<file path="src/rtl/parity_check_scheduler.sv">
// Shares one odd-parity check stage between NUM_REQ requesters. Arbitration is round-robin,
// results go out on a valid/ready channel, and each requester has a saturating error counter.
module parity_check_scheduler #(
    parameter int NUM_REQ = 4,
    parameter int DATA_W  = 4,
    parameter int CNT_W   = 8,
    localparam int ID_W   = (NUM_REQ > 1) ? $clog2(NUM_REQ) : 1
) (
    input  logic                        clk,
    input  logic                        rst,
    input  logic [NUM_REQ-1:0]          req_valid,
    input  logic [NUM_REQ*DATA_W-1:0]   req_data,
    input  logic [NUM_REQ-1:0]          req_p,
    output logic [NUM_REQ-1:0]          req_ready,
    output logic                        res_valid,
    output logic [ID_W-1:0]             res_id,
    output logic                        res_error,
    input  logic                        res_ready,
    input  logic                        clr_counts,
    output logic [NUM_REQ*CNT_W-1:0]    err_count
);

    typedef enum logic [1:0] {IDLE, CHECK, RESP} state_t;

    state_t              state_q, state_d;
    logic [ID_W-1:0]     rr_ptr_q, rr_ptr_d;
    logic [ID_W-1:0]     id_q, id_d;
    logic [DATA_W-1:0]   data_q, data_d;
    logic                p_q, p_d;
    logic                res_valid_q, res_valid_d;
    logic                res_error_q, res_error_d;
    logic [CNT_W-1:0]    cnt_q [NUM_REQ];
    logic [CNT_W-1:0]    cnt_d [NUM_REQ];

    logic [NUM_REQ-1:0]  grant;
    logic [ID_W-1:0]     grant_id;
    logic                grant_found;
    logic [ID_W:0]       cand_sum;
    logic [ID_W-1:0]     cand;
    logic                chk_err;

    // Rotating priority search starting at rr_ptr; reset also masks the grant.
    always_comb begin
        grant       = '0;
        grant_id    = '0;
        grant_found = 1'b0;
        cand_sum    = '0;
        cand        = '0;
        if (state_q == IDLE && !rst) begin
            for (int k = 0; k < NUM_REQ; k++) begin
                cand_sum = {1'b0, rr_ptr_q} + (ID_W+1)'(k);
                if (cand_sum >= (ID_W+1)'(NUM_REQ)) begin
                    cand_sum = cand_sum - (ID_W+1)'(NUM_REQ);
                end
                cand = cand_sum[ID_W-1:0];
                if (!grant_found && req_valid[cand]) begin
                    grant_found = 1'b1;
                    grant[cand] = 1'b1;
                    grant_id    = cand;
                end
            end
        end
    end

    assign chk_err = ~^{data_q, p_q};

    always_comb begin
        state_d     = state_q;
        rr_ptr_d    = rr_ptr_q;
        id_d        = id_q;
        data_d      = data_q;
        p_d         = p_q;
        res_valid_d = res_valid_q;
        res_error_d = res_error_q;
        cnt_d       = cnt_q;

        case (state_q)
            IDLE: begin
                if (grant_found) begin
                    data_d  = req_data[grant_id*DATA_W +: DATA_W];
                    p_d     = req_p[grant_id];
                    id_d    = grant_id;
                    state_d = CHECK;
                end
            end
            CHECK: begin
                res_error_d = chk_err;
                res_valid_d = 1'b1;
                state_d     = RESP;
                if (chk_err && cnt_q[id_q] != {CNT_W{1'b1}}) begin
                    cnt_d[id_q] = cnt_q[id_q] + 1'b1;
                end
            end
            RESP: begin
                if (res_ready) begin
                    res_valid_d = 1'b0;
                    rr_ptr_d    = (id_q == ID_W'(NUM_REQ-1)) ? '0 : id_q + 1'b1;
                    state_d     = IDLE;
                end
            end
            default: state_d = IDLE;
        endcase

        // A clear takes precedence over an increment landing on the same edge.
        if (clr_counts) begin
            for (int i = 0; i < NUM_REQ; i++) begin
                cnt_d[i] = '0;
            end
        end
    end

    always_ff @(posedge clk or posedge rst) begin
        if (rst) begin
            state_q     <= IDLE;
            rr_ptr_q    <= '0;
            id_q        <= '0;
            data_q      <= '0;
            p_q         <= 1'b0;
            res_valid_q <= 1'b0;
            res_error_q <= 1'b0;
            for (int i = 0; i < NUM_REQ; i++) begin
                cnt_q[i] <= '0;
            end
        end else begin
            state_q     <= state_d;
            rr_ptr_q    <= rr_ptr_d;
            id_q        <= id_d;
            data_q      <= data_d;
            p_q         <= p_d;
            res_valid_q <= res_valid_d;
            res_error_q <= res_error_d;
            cnt_q       <= cnt_d;
        end
    end

    assign req_ready = grant;
    assign res_valid = res_valid_q;
    assign res_id    = id_q;
    assign res_error = res_error_q;

    generate
        for (genvar gi = 0; gi < NUM_REQ; gi++) begin : g_cnt_out
            assign err_count[gi*CNT_W +: CNT_W] = cnt_q[gi];
        end
    endgenerate

endmodule
</file>
<file path="config.mk">
export PLATFORM = sky130hd
export DESIGN_NAME = parity_check_scheduler
export DESIGN_NICKNAME = d
export VERILOG_FILES = /design/src/rtl/parity_check_scheduler.sv
export SDC_FILE = /design/constraint.sdc
export NUM_CORES = 1
export LEC_CHECK = 0
export BUFFER_PORTS_ARGS = -buffer_cell sky130_fd_sc_hd__buf_4
export CAP_MARGIN = 20
export CORE_UTILIZATION = 30
export DETAILED_ROUTE_END_ITERATION = 16
export SYNTH_ARGS = -nofsm -noshare
export SYNTH_HDL_FRONTEND = slang
export SYNTH_SLANG_ARGS = --single-unit
</file>
<file path="constraint.sdc">
create_clock -name clk -period 4.3 [get_ports clk]
set_input_delay 0.43 -clock clk [delete_from_list [all_inputs] [get_ports clk]]
set_output_delay 0.43 -clock clk [all_outputs]
set_load 0.1 [all_outputs]
</file>
# Yosys cells after proc, flatten, opt, wreduce, memory -nomap -nowiden
# Cells that the tools add are included.
totals:
  inputBits: 28
  out_inout_bits: 40
  register_bits: 45
  elab_cells: 132
  n_memories: 0
  mem_bits_rw: 0
  latchBits: 0
  romBits: 0
classes:
  eq_ne: 6
  div: 0
  add_sub_neg: 9
  n_shift: 1
  magnitude_cmp: 15
  bitwise: 4
  muxes: 62
  n_mul: 0
  n_reduce_logical: 24
op_table:
  columns: ["op", "count"]
  rows:
  - ["$mux 32", 3]
  - ["$bwmux 32", 1]
  - ["$mux 2", 16]
  - ["$mux 4", 8]
  - ["$mux 8", 3]
  - ["$mux 1", 18]
  - ["$bmux 8 s2", 1]
  - ["$demux 8 s2", 1]
  - ["$shiftx 16x5->4", 1]
  - ["$lt 2x3->1 const B", 5]
  - ["$ge 3x3->1 const B", 4]
  - ["$or 4x4->4", 3]
  - ["$bmux 1 s2", 5]
  - ["$logic_and 1x1->1", 10]
  - ["$reduce_and 2->1", 5]
  - ["$add 8x1->8 const B", 1]
  - ["$demux 1 s2", 4]
  - ["$ge 2x1->1 const B", 4]
  - ["$ne 8x8->1 const B", 1]
  - ["$sub 2x1->2 const B", 4]
  - ["$add 2x2->3 const B", 2]
  - ["$pmux 2 s3", 1]
  - ["$reduce_bool 2->1", 3]
  - ["$reduce_xnor 5->1", 1]
  - ["other kinds (11)", 16]

# Depth between registers and ports, before layout
depth:
  depth_word: 21
  depth_mapped: 11
  ltp_nobuf: 8

# Least setup slack after synthesis
# No wires, ideal clock.
synth_timing:
  kind: "register -> output"
  from: "register rr_ptr_q[0]"
  to: "output port req_ready[0]"
  slack_ns: 0.733
  stages_incl_launch_ff: 10
  required_time_ns: 3.870
  arrival_time_ns: 3.137
  cell_sequence: "dfrtp_1 -> buf_1 -> inv_2 -> ha_1 -> clkbuf_1 -> mux4_2 -> a211oi_1 -> a22oi_1 -> o21ai_1 -> and2_1"
synth_between:
  elab_chain_len: 19
  elab_cells_between_ends: 70
  classes_between: "7 x add/sub; 12 x order compare; 38 x mux; 3 x bitwise; 10 x reduce/logical"
synth_rtl:
  columns: ["item", "line_no", "source"]
  rows:
  - ["from (decl)", "26", "logic [ID_W-1:0] rr_ptr_q, rr_ptr_d;"]
  - ["from (signal assigned)", "126", "rr_ptr_q <= rr_ptr_d;"]
  - ["parallel branches: the longest is 17 deep, another holds $add 2x1->3", null, null]
  - ["$mux 4 *", "56", "if (!grant_found && req_valid[cand]) begin"]
  - ["$mux 4 *", "49", "if (state_q == IDLE && !rst) begin"]
  - ["to (decl)", "14", "output logic [NUM_REQ-1:0] req_ready,"]
# Mark *: on every way between the ends. The select of a mux whose other input is x is not followed.

# Worst setup path after layout
layout_timing:
  from: "register rr_ptr_q[0]"
  to: "output port req_ready[3]"
# The elaborated chain is that of the path after synthesis.

==> impl_metrics.prom <==
# TYPE chip_impl_metric gauge
chip_impl_metric{name="worst-path-max-fanout",unit=""} 17
chip_impl_metric{name="antenna_violations_before_repair",unit=""} 0
chip_impl_metric{name="cts_made_buffers",unit=""} 5
chip_impl_metric{name="fin_skew",unit="ps"} 17.4
chip_impl_info{name="leading_cell_types_in_the_layout_fill_and_taps_excluded",value="68 x buf_4, 45 x dfrtp_1, 38 x nor2_1, 35 x mux2i_1"} 1
chip_impl_metric{name="post-route-drc-count",unit=""} 0
chip_impl_metric{name="share_seq_of_total_power",unit=""} 0.295
chip_impl_metric{name="dp_hpwl",unit="µm"} 4890
chip_impl_metric{name="postRouteAntennaNets",unit=""} 0
chip_impl_metric{name="cts-resized-gates",unit=""} 0
chip_impl_metric{name="post-place-cells",unit=""} 447
chip_impl_metric{name="period_minus_slack",unit="ps"} 3620
chip_impl_info{name="worstSetupEndpointType",value="output port"} 1
chip_impl_info{name="cts_tree",value="built"} 1
chip_impl_metric{name="cts.sink_count",unit=""} 45
chip_impl_metric{name="reg2reg_slack",unit="ps"} 1050
chip_impl_metric{name="die_area",unit="mm²"} 0.00992
chip_impl_info{name="ys_dominant_reg_cell",value="dfrtp_1"} 1
chip_impl_metric{name="globalRoute.totalOverflow",unit=""} 0
chip_impl_metric{name="setup_viol_count_final",unit=""} 0
chip_impl_metric{name="yosysSeqAreaShare",unit=""} 0.394
chip_impl_metric{name="fmaxAchievable",unit="MHz"} 276
chip_impl_info{name="rsz0062_at_grt",value="false"} 1
chip_impl_info{name="synth_top_cell_by_area",value="dfrtp_1"} 1
chip_impl_metric{name="timing.final.ws_setup",unit="ps"} 680
chip_impl_metric{name="die_boundary_width",unit="µm"} 99.6
chip_impl_metric{name="final_period_util",unit=""} 0.842
chip_impl_info{name="synthTopCellsByArea",value="dfrtp_1 39%, mux2i_1 12%, mux4_2 7.1%, ha_1 5.7%, nor2_1 5.0%"} 1
chip_impl_metric{name="layout-drive-gt1-share",unit=""} 0.288
chip_impl_metric{name="clk_pin_slew",unit="ps"} 90
chip_impl_metric{name="cts_post_setup_buffers_inserted",unit=""} 0
chip_impl_metric{name="internal_power",unit="W"} 0.00114
chip_impl_info{name="hold_path.class",value="input port to async pin"} 1
chip_impl_metric{name="grt_pass1_vias",unit=""} 2128
chip_impl_metric{name="yosys_cell_types",unit=""} 45
chip_impl_metric{name="cts_hold_buffers",unit=""} 0
chip_impl_metric{name="timing_hold_violations_final",unit=""} 0
chip_impl_metric{name="timing.final.max_slew_violations",unit=""} 0
chip_impl_metric{name="power.density",unit="mW/mm²"} 601
chip_impl_metric{name="place.port_buffers",unit=""} 67
chip_impl_info{name="worstReg2RegEnd",value="data_q[3]"} 1
chip_impl_info{name="status",value="complete, no violations"} 1
chip_impl_metric{name="p_clk_frac",unit=""} 0.180
chip_impl_metric{name="start_util",unit=""} 0.309
chip_impl_metric{name="grtUsageTotal",unit=""} 0.141
chip_impl_metric{name="routedWlPerCell",unit="µm"} 14.5
chip_impl_metric{name="post-layout-total-power",unit="W"} 0.00214
chip_impl_metric{name="worst-r2r-cell-count",unit=""} 8
chip_impl_metric{name="worst_pin_slew",unit="ps"} 1020
chip_impl_metric{name="timing.critical_path.required",unit="ps"} 3870
chip_impl_metric{name="antenna-diode-count",unit=""} 0
chip_impl_metric{name="cts_max_level",unit=""} 2
chip_impl_metric{name="multiInputGateArea",unit="mm²"} 0.00160
chip_impl_metric{name="syn-instance-count",unit=""} 267
chip_impl_metric{name="detail_route.wirelength",unit="µm"} 6610
chip_impl_metric{name="nets",unit=""} 366
chip_impl_metric{name="post_synthesis_average_cell_area",unit="µm²"} 10.7
chip_impl_info{name="layout.cells.most_common",value="buf_4"} 1
chip_impl_metric{name="synthesis.area",unit="mm²"} 0.00286
chip_impl_info{name="path_class",value="register to output port"} 1
chip_impl_info{name="startpoint",value="rr_ptr_q[0]"} 1
chip_impl_metric{name="netSwitchingFraction",unit=""} 0.468
chip_impl_metric{name="ff_latch_area",unit="mm²"} 0.00113
chip_impl_metric{name="p_sw",unit="W"} 0.00100
chip_impl_metric{name="share_comb_of_total_power",unit=""} 0.526
chip_impl_metric{name="floorplan.core_area",unit="mm²"} 0.00924
chip_impl_metric{name="gp_congestion",unit=""} 0.762
chip_impl_metric{name="drt_first_pass_iters",unit=""} 4
chip_impl_info{name="regToRegStartpoint",value="rr_ptr_q[0]"} 1
chip_impl_metric{name="ctsLongestPathBuffers",unit=""} 2
chip_impl_metric{name="grt_pass1_wl",unit="µm"} 11000
chip_impl_metric{name="p_r_area_growth_vs_syn",unit="%"} 24.7
chip_impl_metric{name="worst_slew_margin",unit=""} 0.316
chip_impl_metric{name="final.setup.tns",unit="ps"} 0
chip_impl_metric{name="clk_latency",unit="ps"} 310
chip_impl_metric{name="routed-via-count",unit=""} 2220
chip_impl_metric{name="max-cap-violations",unit=""} 0
chip_impl_info{name="worst_setup_path_endpoint",value="req_ready[3]"} 1
chip_impl_info{name="clock-root-buffer",value="clkbuf_8"} 1
chip_impl_metric{name="synthesis.nets",unit=""} 308
chip_impl_metric{name="ys_ff_latch",unit=""} 45
chip_impl_metric{name="grt_max_degree",unit=""} 33
chip_impl_metric{name="fillers",unit=""} 901
chip_impl_metric{name="drt_iter0_drc",unit=""} 88
chip_impl_metric{name="vias_per_cell",unit=""} 4.88
chip_impl_metric{name="synth_top_area_frac",unit=""} 0.394
chip_impl_metric{name="preCtsSetupSlack",unit="ps"} 1030
chip_impl_metric{name="final_util",unit=""} 0.386
chip_impl_metric{name="boundaryPins",unit=""} 68
chip_impl_metric{name="die_y",unit="µm"} 99.6
chip_impl_metric{name="ys_async_sr_fraction",unit=""} 1.00
chip_impl_metric{name="synth-edff-count",unit=""} 0
chip_impl_metric{name="ys_warn_count",unit=""} 0
chip_impl_metric{name="core.rowCount",unit=""} 35
chip_impl_metric{name="vdd.ir_drop.worst",unit="mV"} 0.224
chip_impl_metric{name="leakage_power",unit="nW"} 1.63
chip_impl_metric{name="final_cells",unit=""} 455
chip_impl_info{name="cp-start-kind",value="register"} 1
chip_impl_metric{name="timing.critical_path.arrival",unit="ps"} 3190
==> worst max-delay path, cell delays in order, from the launching register on <==
cell      delay, ps
dfrtp_1         690
inv_2           170
ha_1            480
mux4_2          430
a211oi_1        420
a22oi_1         130
o21ai_1         140
and2_1          130
buf_4           290
==> cell families after synthesis <==
kind of cell               count (synthesis)  synth area share
and+or+nand+nor                           80             0.136
buffers and inverters                     24            0.0455
muxes                                     49             0.217
adders and majority gates                 13            0.0569
DFF                                       45             0.394
AOI/OAI and AO/OA                         47             0.119
xor gates and xnor gates                   9            0.0324
==> how the worst min path moves through the flow <==
| stage | to | from | slack (ps) | cells past startpoint |
|---|---|---|---|---|
| 2_1_floorplan | data_q[0] | data_q[0] | 480 | 1 |
| 3_3_place_gp | rr_ptr_q[1] | rst | 470 | 2 |
| 3_5_place_dp | rr_ptr_q[1] | rst | 470 | 2 |
| 4_1_cts | rr_ptr_q[1] | rst | 140 | 2 |
| 5_1_grt | rr_ptr_q[0] | rst | 160 | 2 |
| 6_report | rr_ptr_q[0] | rst | 140 | 2 |
==> registers in the layout (all words and copies together) (netlist names) <==
name / flops
data_q: 4
err_count: 32
p_q: 1
res_error: 1
res_id: 2
res_valid: 1
rr_ptr_q: 2
state_q: 2
==> final cells by class <==
class                      count  share of cell area
clock buffer                   5              0.0193
clock inverter                 3              0.0193
inverter                       7             0.00737
multi-input combinational    198               0.450
sequential                    45               0.316
tap                          129              0.0453
timing repair buffer          68               0.143
==> cells in the mapped netlist, types with 3 or more instances <==
cell type / number
nor3_1: 7
mux4_2: 9
a22oi_1: 8
a21oi_1: 3
nor2_1: 38
buf_6: 3
nand2b_1: 4
ha_1: 13
clkbuf_1: 7
xnor2_1: 5
and2_1: 13
o21ai_1: 7
a211oi_1: 12
dfrtp_1: 45
xor2_1: 3
mux2_4: 3
nand2_1: 9
buf_4: 4
inv_1: 5
mux2i_1: 35
a221o_1: 3
==> metrics by stage <==
stage	hold slack (ps)	cell area, µm²
2_1_floorplan	482	2860
3_3_place_gp	471	3430
3_5_place_dp	471	3430
4_1_cts	138	3560
5_1_grt	158	3560
6_report	136	3560
==> power by group through the flow <==
stage | Sequential, W | Combinational, W | Clock, W
finish | 0.000631 | 0.00113 | 0.000385
detailed placement | 0.000644 | 0.00113 | 0
global route | 0.000656 | 0.00121 | 0.000410
floorplan | 0.000801 | 0.000765 | 0
global placement | 0.000643 | 0.00112 | 0
CTS | 0.000634 | 0.00113 | 0.000395
==> metal layers <==
metal | part of all wire | vias to the layer above | global-route usage
li1 | - | 1077 | -
met2 | 0.48 | 64 | 0.229
met3 | 0.049 | 8 | 0.0253
met1 | 0.46 | 1071 | 0.193
met5 | 0 | - | 0
met4 | 0.016 | 0 | 0.0430
(Power assumes the default switching activity.)
